### src/rtl/ecp3_ddr_clk_init.sv
`default_nettype none
// ============================================================================
//  Module   : ecp3_ddr_clk_init
//  Brief    : Bring-up / recovery sequencer for the DDR clock-sync-alignment
//             block. Waits for PLL+DLL lock, pulses the CSA datapath reset,
//             waits for alignment good, retries on error/timeout and gates
//             DQSDLL code updates (uddcntln) while the datapath is running.
//  Revision : 1.0  initial release
// ============================================================================
module ecp3_ddr_clk_init #(
  parameter int LOCK_STABLE   = 64,
  parameter int RST_CYCLES    = 16,
  parameter int ALIGN_TIMEOUT = 4096,
  parameter int MAX_RETRY     = 3,
  parameter int UPD_CYCLES    = 8
) (
  input  logic       sclk,
  input  logic       reset,
  input  logic       all_lock,
  input  logic       good,
  input  logic       err,
  input  logic       upd_req,
  output logic       reset_datapath,
  output logic       uddcntln,
  output logic       upd_ack,
  output logic       ready,
  output logic       fail,
  output logic [3:0] retry_cnt,
  output logic [2:0] state
);

  typedef enum logic [2:0] {
    ST_WAIT_LOCK  = 3'd0,
    ST_RESET_DP   = 3'd1,
    ST_WAIT_ALIGN = 3'd2,
    ST_RUN        = 3'd3,
    ST_RETRY      = 3'd4,
    ST_FAIL       = 3'd5
  } state_t;

  localparam int WCNT_W = (UPD_CYCLES > 1) ? $clog2(UPD_CYCLES) : 1;

  localparam logic [12:0]       C_LOCK_LAST  = 13'(LOCK_STABLE - 1);
  localparam logic [12:0]       C_RST_LAST   = 13'(RST_CYCLES - 1);
  localparam logic [12:0]       C_ALIGN_LAST = 13'(ALIGN_TIMEOUT - 1);
  localparam logic [3:0]        C_MAX_RETRY  = 4'(MAX_RETRY);
  localparam logic [WCNT_W-1:0] C_UPD_LAST   = WCNT_W'(UPD_CYCLES - 1);

  state_t              state_q, state_d;
  logic [12:0]         cnt_q, cnt_d;
  logic [3:0]          retry_q, retry_d;
  logic [1:0]          lock_sync_q, lock_sync_d;
  logic [1:0]          err_sync_q, err_sync_d;
  logic                win_q, win_d;
  logic [WCNT_W-1:0]   wcnt_q, wcnt_d;
  logic                ack_q, ack_d;
  logic                rdp_q, rdp_d;
  logic                udd_q, udd_d;
  logic                ready_q, ready_d;
  logic                fail_q, fail_d;
  logic                lock_s;
  logic                err_s;

  assign lock_s = lock_sync_q[1];
  assign err_s  = err_sync_q[1];

  // Two-stage synchronisers for the asynchronous lock and refclk-domain error.
  always_comb begin
    lock_sync_d = {lock_sync_q[0], all_lock};
    err_sync_d  = {err_sync_q[0], err};
  end

  // Sequencer next state; the shared counter restarts on every state change.
  always_comb begin
    state_d = state_q;
    cnt_d   = cnt_q + 13'd1;
    retry_d = retry_q;
    unique case (state_q)
      ST_WAIT_LOCK: begin
        if (!lock_s)                   cnt_d   = '0;
        else if (cnt_q == C_LOCK_LAST) state_d = ST_RESET_DP;
      end
      ST_RESET_DP: begin
        if (!lock_s)                   state_d = ST_WAIT_LOCK;
        else if (cnt_q == C_RST_LAST)  state_d = ST_WAIT_ALIGN;
      end
      ST_WAIT_ALIGN: begin
        // Losing lock is not the CSA's fault, so it is not charged as a retry.
        if (!lock_s)                                 state_d = ST_WAIT_LOCK;
        else if (err_s || (cnt_q == C_ALIGN_LAST))   state_d = ST_RETRY;
        else if (good)                               state_d = ST_RUN;
      end
      ST_RUN: begin
        cnt_d = '0;
        if (!lock_s)             state_d = ST_WAIT_LOCK;
        else if (err_s || !good) state_d = ST_RETRY;
      end
      ST_RETRY: begin
        if (retry_q == C_MAX_RETRY) begin
          state_d = ST_FAIL;
        end else begin
          retry_d = retry_q + 4'd1;
          state_d = ST_RESET_DP;
        end
      end
      ST_FAIL: begin
        cnt_d = '0;
      end
      default: begin
        state_d = ST_WAIT_LOCK;
      end
    endcase
    if (state_d != state_q) cnt_d = '0;
  end

  // DQSDLL update handshake: timed windows in RUN, immediate acks elsewhere.
  always_comb begin
    win_d  = win_q;
    wcnt_d = wcnt_q;
    ack_d  = 1'b0;
    if ((state_q == ST_RUN) && (state_d == ST_RUN)) begin
      if (win_q) begin
        if (wcnt_q == C_UPD_LAST) begin
          win_d  = 1'b0;
          wcnt_d = '0;
          ack_d  = 1'b1;
        end else begin
          wcnt_d = wcnt_q + 1'b1;
        end
      end else if (upd_req) begin
        win_d  = 1'b1;
        wcnt_d = '0;
      end
    end else begin
      // Leaving RUN aborts any open window without an acknowledge.
      win_d  = 1'b0;
      wcnt_d = '0;
      if (state_q != ST_RUN) ack_d = upd_req && !ack_q;
    end
  end

  // Outputs registered from next-state so the CSA sees glitch-free controls.
  always_comb begin
    rdp_d   = !((state_d == ST_WAIT_ALIGN) || (state_d == ST_RUN));
    udd_d   = (state_d == ST_RUN) && !win_d;
    ready_d = (state_d == ST_RUN);
    fail_d  = (state_d == ST_FAIL);
  end

  // State, counters and output registers with asynchronous reset.
  always_ff @(posedge sclk or posedge reset) begin
    if (reset) begin
      state_q     <= ST_WAIT_LOCK;
      cnt_q       <= '0;
      retry_q     <= '0;
      lock_sync_q <= '0;
      err_sync_q  <= '0;
      win_q       <= 1'b0;
      wcnt_q      <= '0;
      ack_q       <= 1'b0;
      rdp_q       <= 1'b1;
      udd_q       <= 1'b0;
      ready_q     <= 1'b0;
      fail_q      <= 1'b0;
    end else begin
      state_q     <= state_d;
      cnt_q       <= cnt_d;
      retry_q     <= retry_d;
      lock_sync_q <= lock_sync_d;
      err_sync_q  <= err_sync_d;
      win_q       <= win_d;
      wcnt_q      <= wcnt_d;
      ack_q       <= ack_d;
      rdp_q       <= rdp_d;
      udd_q       <= udd_d;
      ready_q     <= ready_d;
      fail_q      <= fail_d;
    end
  end

  assign reset_datapath = rdp_q;
  assign uddcntln       = udd_q;
  assign upd_ack        = ack_q;
  assign ready          = ready_q;
  assign fail           = fail_q;
  assign retry_cnt      = retry_q;
  assign state          = state_q;

endmodule
`default_nettype wire
### config.mk
export PLATFORM = sky130hd
export DESIGN_NAME = ecp3_ddr_clk_init
export DESIGN_NICKNAME = d
export VERILOG_FILES = /design/src/rtl/ecp3_ddr_clk_init.sv
export SDC_FILE = /design/constraint.sdc
export NUM_CORES = 1
export LEC_CHECK = 0
export BUFFER_PORTS_ARGS = -buffer_cell sky130_fd_sc_hd__buf_4
export CAP_MARGIN = 40
export CORE_ASPECT_RATIO = 0.8
export CORE_MARGIN = 5
export CORE_UTILIZATION = 25
export CTS_BUF_LIST = sky130_fd_sc_hd__clkbuf_16
export DETAILED_ROUTE_END_ITERATION = 6
export PLACE_DENSITY = 0.5
export SYNTH_ARGS = -nofsm -noshare
export SYNTH_HDL_FRONTEND = slang
export SYNTH_SLANG_ARGS = --single-unit
### constraint.sdc
create_clock -name sclk -period 2.41 [get_ports sclk]
set_input_delay 0.1205 -clock sclk [delete_from_list [all_inputs] [get_ports sclk]]
set_output_delay 0.1205 -clock sclk [all_outputs]
set_load 0.01 [all_outputs]
==> results of run 1 <==
==> synthesized netlist by cell type (2+ instances only) <==
cell      count
dfrtp_1      32
nand3_1       6
nor3b_1       3
xor2_1        4
nand2_1      11
inv_1         6
xnor2_1       9
nor2_1       13
nand4_1       4
ha_1          4
o211a_1       2
nor3_2       10
o21ai_0       7
nor3_1        7
a21oi_1       4
a22oi_1       2
nand3b_1      4
nand2b_1      5
and3_1        2
==> through the flow <==
| stage | utilization [%] | power, mW | std cells | hold WS (ns) | setup WS (ns) |
|---|---|---|---|---|---|
| after floorplan | - | 0.5851 | 156 | 0.1519 | 0.5027 |
| after global placement | 29.51 | 0.6016 | 257 | 0.1790 | 0.4185 |
| after detailed placement | 29.51 | 0.6018 | 257 | 0.1740 | 0.3862 |
| after CTS | 32.18 | 1.216 | 268 | 0.1172 | 0.3774 |
| after global routing | 32.18 | 1.246 | 268 | 0.1540 | 0.2660 |
| final | 32.18 | 1.195 | 268 | 0.1180 | 0.3944 |
==> flip-flops by register name, summed over array words and instances, names as in the netlist, 2 cells and up <==
name and flops:
retry_cnt 4, state 3, wcnt_q 3, err_sync_q 2, lock_sync_q 2, cnt_q 13
==> per-layer routing <==
layer / part of all wire [%] / wire [um] / track usage [%]
met1: 51 / 1722 / 11.94
met2: 43 / 1446 / 12.23
met3: 4.8 / 162 / 3.008
met4: 0.69 / 23 / 2.503
met5: 0 / 0 / 0
==> tightest hold or removal path, cell delays in order <==
cell	delay (ns)
buf_4	0.10
nand3b_1	0.07
o21ai_0	0.06
==> placed cells by master (no fill, tap or decap), types with 5 or more instances in the layout <==
cell       Yosys  layout
buf_4          1      20
clkbuf_16      0       5
dfrtp_1       32      32
inv_1          6       6
nand2_1       11      11
nand2b_1       5       5
nand3_1        6       6
nor2_1        13      13
nor3_1         7       7
nor3_2        10      10
o21ai_0        7       7
xnor2_1        9       9
==> worst max-delay path by stage <==
| stage | from | to | cells past startpoint |
|---|---|---|---|
| 2_1_floorplan | cnt_q[0]$_DFF_PP0_ | cnt_q[10]$_DFF_PP0_ | 7 |
| 3_3_place_gp | cnt_q[0]$_DFF_PP0_ | cnt_q[2]$_DFF_PP0_ | 6 |
| 3_5_place_dp | cnt_q[0]$_DFF_PP0_ | cnt_q[12]$_DFF_PP0_ | 6 |
| 4_1_cts | cnt_q[0]$_DFF_PP0_ | cnt_q[12]$_DFF_PP0_ | 6 |
| 5_1_grt | cnt_q[0]$_DFF_PP0_ | cnt_q[2]$_DFF_PP0_ | 6 |
| 6_report | cnt_q[0]$_DFF_PP0_ | cnt_q[2]$_DFF_PP0_ | 6 |
==> cell families after synthesis <==
kind of cell / count (synthesis)
buffers and inverters: 9
and+or+nand+nor: 75
xor gates and xnor gates: 13
DFF: 33
AOI/OAI and AO/OA: 21
adders and majority gates: 4
muxes: 1
==> where the power goes <==
group          switching [mW]  internal, mW  total (mW)
clock                   0.223         0.378       0.600
sequential            0.00268         0.559       0.562
combinational          0.0192        0.0139      0.0331
==> what timing repair did <==
item                      CTS  global route
hold endpoints to repair   14             0
hold buffers                3             0
resized for setup           0             0
==> final cells by class <==
type	instances	area [sq um]	area share, %
inverter	6	22.52	1.081
clock inverter	3	17.52	0.8408
multi-input combinational	114	805.8	38.68
sequential	33	827.0	39.70
timing repair buffer	23	180.2	8.649
tap	84	105.1	5.045
clock buffer	5	125.1	6.006
==> flow_summary.ini, run 1 <==
[logic_synthesis]
synth.area.mux_share_pct = 0.6672
synth_fp_nets = 166
synth_xor_area_share_pct = 6.746
syn_area_per_cell_sq_um = 10.82
async_flop_share_pct = 100.0
synth.area.top_cells = dfrtp_1 47%, nor3_2 5.9%, xnor2_1 4.7%, ha_1 3.0%, nor2_1 2.9%
synth-compound-area-share_pct = 8.747
yosys.area_share.simple_pct = 28.61
synth_top_area_share_pct = 47.44
syn_area_sq_mm = 0.001688
ys.flop_type = dfrtp_1
synth_edf_count = 0
synth_top_family_by_area = simple AND/OR/NAND/NOR gates
synthAdderAreaFrac_pct = 2.965
ys_warn_count = 0
synth.distinct_cells = 40
syn-instance-count = 156
yosysSeqAreaShare_pct = 49.00
synth_top_area_cell = dfrtp_1
ys_seq_elements = 33

[hold_path]
holdPathStages = 3
min_to = upd_ack$_DFF_PP0_
hp-start = upd_req
hp-class = in2reg

[die]
pin_count = 18
start_util_pct = 26.07
dieArea_sq_mm = 0.008505
core_sq_mm = 0.006474
row_count = 26
fp.dieH_um = 83.49
die_w_um = 101.9

[layout]
n_antenna_cell = 0
final_area_sq_mm = 0.002083
nets = 193
area_delta_synth_final_pct = 23.42
fillCellCount = 652
layout-drive-gt1-share_pct = 25.54

[setup_path]
critPathTopFamily = simple AND/OR/NAND/NOR gates
rrSetupSlack_ns = 0.39
crit_required_ns = 2.56
path_class = reg2reg
r2r_cells = 6
crit_fanout = 13
r2r_start = cnt_q[0]$_DFF_PP0_
rr_endpoint = cnt_q[2]$_DFF_PP0_
cp-end-kind = flip-flop
path_buf_inv = 0
crit_path_start_kind = flip-flop
critPathArrivalTime_ns = 2.16
cpPeakStageDelay_ns = 0.53
cp_slowest_cell = or4_4
crit_chain = ha_1, nand3_4, or4_4, o21ai_2, o311a_4, nor3_1

[placement]
routabilityCongestion = 0.7499
io_buffers = 17
dp_hpwl_um = 2443
placed_area_sq_mm = 0.001911

[clocking]
cts_tree = built
post_cts_buffers = 0
cts.sinks = 33
htreeDepth = 2
cts.root.buffer_cell = clkbuf_16
numCtsBuffers = 5
clockBufferDepth = 2
clock_latency_ns = 0.27
path_clk_slew_ns = 0.05

[global_route]
grt_pass1_wl_um = 5789
first_global_vias = 1205
antenna_found_initial = 0
grtUsageTotal_pct = 8.512
grt_start_max_net_pins = 22
overflow = 0

[timing]
finalHoldViolCount = 0
slew_headroom_pct = 68.11
fin_tns_setup_ns = 0
drv_slew = 0
fin_skew_ns = 0.004431
finalSetupViolations = 0
post-route-min-period_ns = 2.016
grt_setup_unrepaired = false
worstMarginPinSlew_ns = 0.4778
fin_crit_sh_pct = 83.63
max_freq_mhz = 496.1

[detailed_routing]
drtIter0Drc = 55
detail-route-antenna-nets = 0
dr.pass1.iters = 4
viasPerCell = 4.526
wl_um = 3354
avgRoutedWirePerCell_um = 12.51
via_count = 1213
drc = 0

[pwr]
powerDensity_mw_per_mm2 = 573.8
leakagePower_nw = 0.8935
peakVddDrop_v = 0.0004595

[status]
status = finished clean

[run]
cap_violations = 0
Power figures use the tool's default switching activity.
==> run 2: changes to the inputs <==
--- a/config.mk
+++ b/config.mk
@@ -5,6 +5,7 @@
 export SDC_FILE = /design/constraint.sdc
 export NUM_CORES = 1
 export LEC_CHECK = 0
+export ABC_AREA = 1
 export BUFFER_PORTS_ARGS = -buffer_cell sky130_fd_sc_hd__buf_4
 export CAP_MARGIN = 40
 export CORE_ASPECT_RATIO = 0.8
@@ -12,7 +13,7 @@
 export CORE_UTILIZATION = 25
 export CTS_BUF_LIST = sky130_fd_sc_hd__clkbuf_16
 export DETAILED_ROUTE_END_ITERATION = 6
-export PLACE_DENSITY = 0.5
+export PLACE_DENSITY = 0.51
 export SYNTH_ARGS = -nofsm -noshare
 export SYNTH_HDL_FRONTEND = slang
 export SYNTH_SLANG_ARGS = --single-unit
==> constraint.sdc (replaced) <==
create_clock -name sclk -period 1.79 [get_ports sclk]
set_input_delay 0.0895 -clock sclk [delete_from_list [all_inputs] [get_ports sclk]]
set_output_delay 0.0895 -clock sclk [all_outputs]
set_load 0.01 [all_outputs]
==> run 2 against run 1 <==
Clock-buffer cell count unchanged. Critical path type unchanged. Clock power is 35% higher. Area after synthesis rose by 7.0%. Cell area grew 18%. Highest routed layer unchanged. Worst hold slack worse by 0.030 ns. Largest power group unchanged. Flip-flop and latch count unchanged. Global-route usage is 1.1 points higher.
==> flow_summary.ini, run 2 <==
[clocking]
cts.sinks = 33
numCtsBuffers = 5
cts_tree = built
clockBufferDepth = 2
cts.root.buffer_cell = clkbuf_16
htreeDepth = 2
path_clk_slew_ns = 0.05
clock_latency_ns = 0.28

[timing]
drv_slew = 0
fin_crit_sh_pct = 98.96
worstMarginPinSlew_ns = 0.4150
fin_tns_setup_ns = 0
max_freq_mhz = 564.5
slew_headroom_pct = 72.34
finalHoldViolCount = 0
fin_skew_ns = 0.004784
finalSetupViolations = 0
post-route-min-period_ns = 1.771
grt_setup_unrepaired = true

[setup_path]
r2r_start = cnt_q[0]$_DFF_PP0_
cp-end-kind = flip-flop
crit_path_start_kind = flip-flop
rrSetupSlack_ns = 0.02
crit_required_ns = 1.95
crit_path_start = cnt_q[0]$_DFF_PP0_
critPathArrivalTime_ns = 1.93
path_class = reg2reg
crit_fanout = 10

[logic_synthesis]
synth_top_area_share_pct = 44.32
syn-instance-count = 224
ys_warn_count = 0
async_flop_share_pct = 100.0
ys_seq_elements = 33
synth_top_area_cell = dfrtp_1
yosysSeqAreaShare_pct = 45.78
syn_area_per_cell_sq_um = 8.066
synth_edf_count = 0
synth.distinct_cells = 37
synth.area.top_cells = dfrtp_1 44%, nand2_1 10%, inv_1 6.0%, nand3_1 5.0%, nor2_1 4.8%
synth_fp_nets = 234
syn_area_sq_mm = 0.001807
synth.top_cells.by_count = 49 x nand2_1, 32 x dfrtp_1, 29 x inv_1
ys.flop_type = dfrtp_1
post-synth-top-count-cell = nand2_1

[pwr]
leakagePower_nw = 1.220
powerDensity_mw_per_mm2 = 676.1
peakVddDrop_v = 0.0003944

[detailed_routing]
drtIter0Drc = 45
dr.pass1.iters = 4
via_count = 1533
drc = 0
viasPerCell = 4.294
avgRoutedWirePerCell_um = 11.18
detail-route-antenna-nets = 0
wl_um = 3992

[layout]
area_delta_synth_final_pct = 36.36
final_cell_mix = 46 x nand2_1, 35 x buf_4, 31 x dfrtp_1
nets = 279
layout-drive-gt1-share_pct = 34.81
final_common_cell = nand2_1
fin_util_pct = 35.40
top_register = cnt_q
fillCellCount = 714
largest_register_ff_count = 13
n_antenna_cell = 0

[hold_path]
hp-start = upd_req
hp-class = in2reg

[global_route]
first_global_vias = 1498
grt_start_max_net_pins = 34
grtUsageTotal_pct = 9.609
antenna_found_initial = 0
grt_pass1_wl_um = 6934
overflow = 0

[placement]
dp_hpwl_um = 2999
routabilityCongestion = 0.8159
io_buffers = 17

[die]
core_sq_mm = 0.006959
dieArea_sq_mm = 0.009038
start_util_pct = 25.96
row_count = 27
die_w_um = 105.0
fp.dieH_um = 86.04
pin_count = 18

[run]
cap_violations = 0

[status]
status = finished clean
[run 2: cell count changes in the layout (fill, tap and decap cells not counted), sizes merged, moves of 7 or more]
cell,previous run,this run
buf,20,38
nor3,17,6
nand3,7,19
inv,6,32
nand2,11,51
xnor2,9,2
nor2,13,36
[run 2: logic make-up after synthesis]
group | synth area share (%)
compound gates | 8.725
mux | 0.6232
xor+xnor | 1.455
flops | 45.78
simple gates | 33.10
fa+ha+maj | 2.770
buf+inv | 7.548
[run 2: per-layer routing]
layer  GRT usage (%)  up-vias  share of wire, %
li1                -      819                 -
met1           13.71      687                53
met2           13.09       19                42
met3           3.010        8               3.1
met4           4.413        0               2.0
met5               0        -                 0
[run 2: timing repair]
item | in CTS | in global routing
gates cloned | 0 | 0
hold buffers | 3 | 0
setup endpoints to repair | 13 | 16
pin swaps | 1 | 6
hold endpoints to repair | 34 | 0
buffers inserted | 4 | 2
gates resized for setup | 4 | 22
[run 2: area by class of cell]
cell class	count	area (sq um)	share of cell area [%]
clock buffers	5	125.1	5.079
clock inverters	3	13.76	0.5587
inverters	31	116.4	4.723
multi-input cells	157	927.1	37.63
flip-flops and latches	33	828.3	33.62
well taps	87	108.9	4.418
repair buffers	41	344.1	13.97
[run 2: path summary, 6_finish.rpt]
| path | to | depth (start not counted) |
|---|---|---|
| worst max-delay path | cnt_q[5]$_DFF_PP0_ | 13 |
| worst min-delay path | upd_ack$_DFF_PP0_ | 3 |
| worst max register to register | cnt_q[5]$_DFF_PP0_ | 13 |
| worst min register to register | lock_sync_q[1]$_DFF_PP0_ | 0 |
| max in group asynchronous | reset_datapath$_DFF_PP1_ | 4 |
| min in group asynchronous | err_sync_q[0]$_DFF_PP0_ | 4 |
[run 2: through the flow]
| step | total power [mW] | cell area [sq um] | setup WS [ns] | hold WS, ns | instances |
|---|---|---|---|---|---|
| final | 1.666 | 2464 | 0.01857 | 0.08845 | 357 |
| after CTS | 1.681 | 2372 | -0.0003626 | 0.08736 | 355 |
| after detailed placement | 0.8507 | 2161 | -0.05646 | 0.2001 | 340 |
| after global placement | 0.8499 | 2161 | -0.006161 | 0.1998 | 340 |
| after floorplan | 0.8169 | 1807 | 0.07391 | 0.1209 | 224 |
| after global routing | 1.745 | 2464 | -0.1287 | 0.08715 | 357 |
[run 2: where the power goes]
group / leakage [nW] / switching (mW) / internal (mW) / total (mW)
Sequential: 0.443 / 0.0119 / 0.758 / 0.770
Combinational: 0.703 / 0.0439 / 0.0429 / 0.0868
Clock: 0.0748 / 0.305 / 0.504 / 0.809
[run 2: worst max-delay path, stage by stage, from the launching register on]
cell and delay (ns):
dfrtp_1 0.39, ha_4 0.17, nand2_4 0.06, nor2_4 0.09
nand2_2 0.07, nor2_2 0.12, nor2_2 0.05, nand4_1 0.12
nand3_2 0.09, o21bai_2 0.12, nand2_1 0.08, nand2_2 0.10
buf_12 0.14, nor2_2 0.04
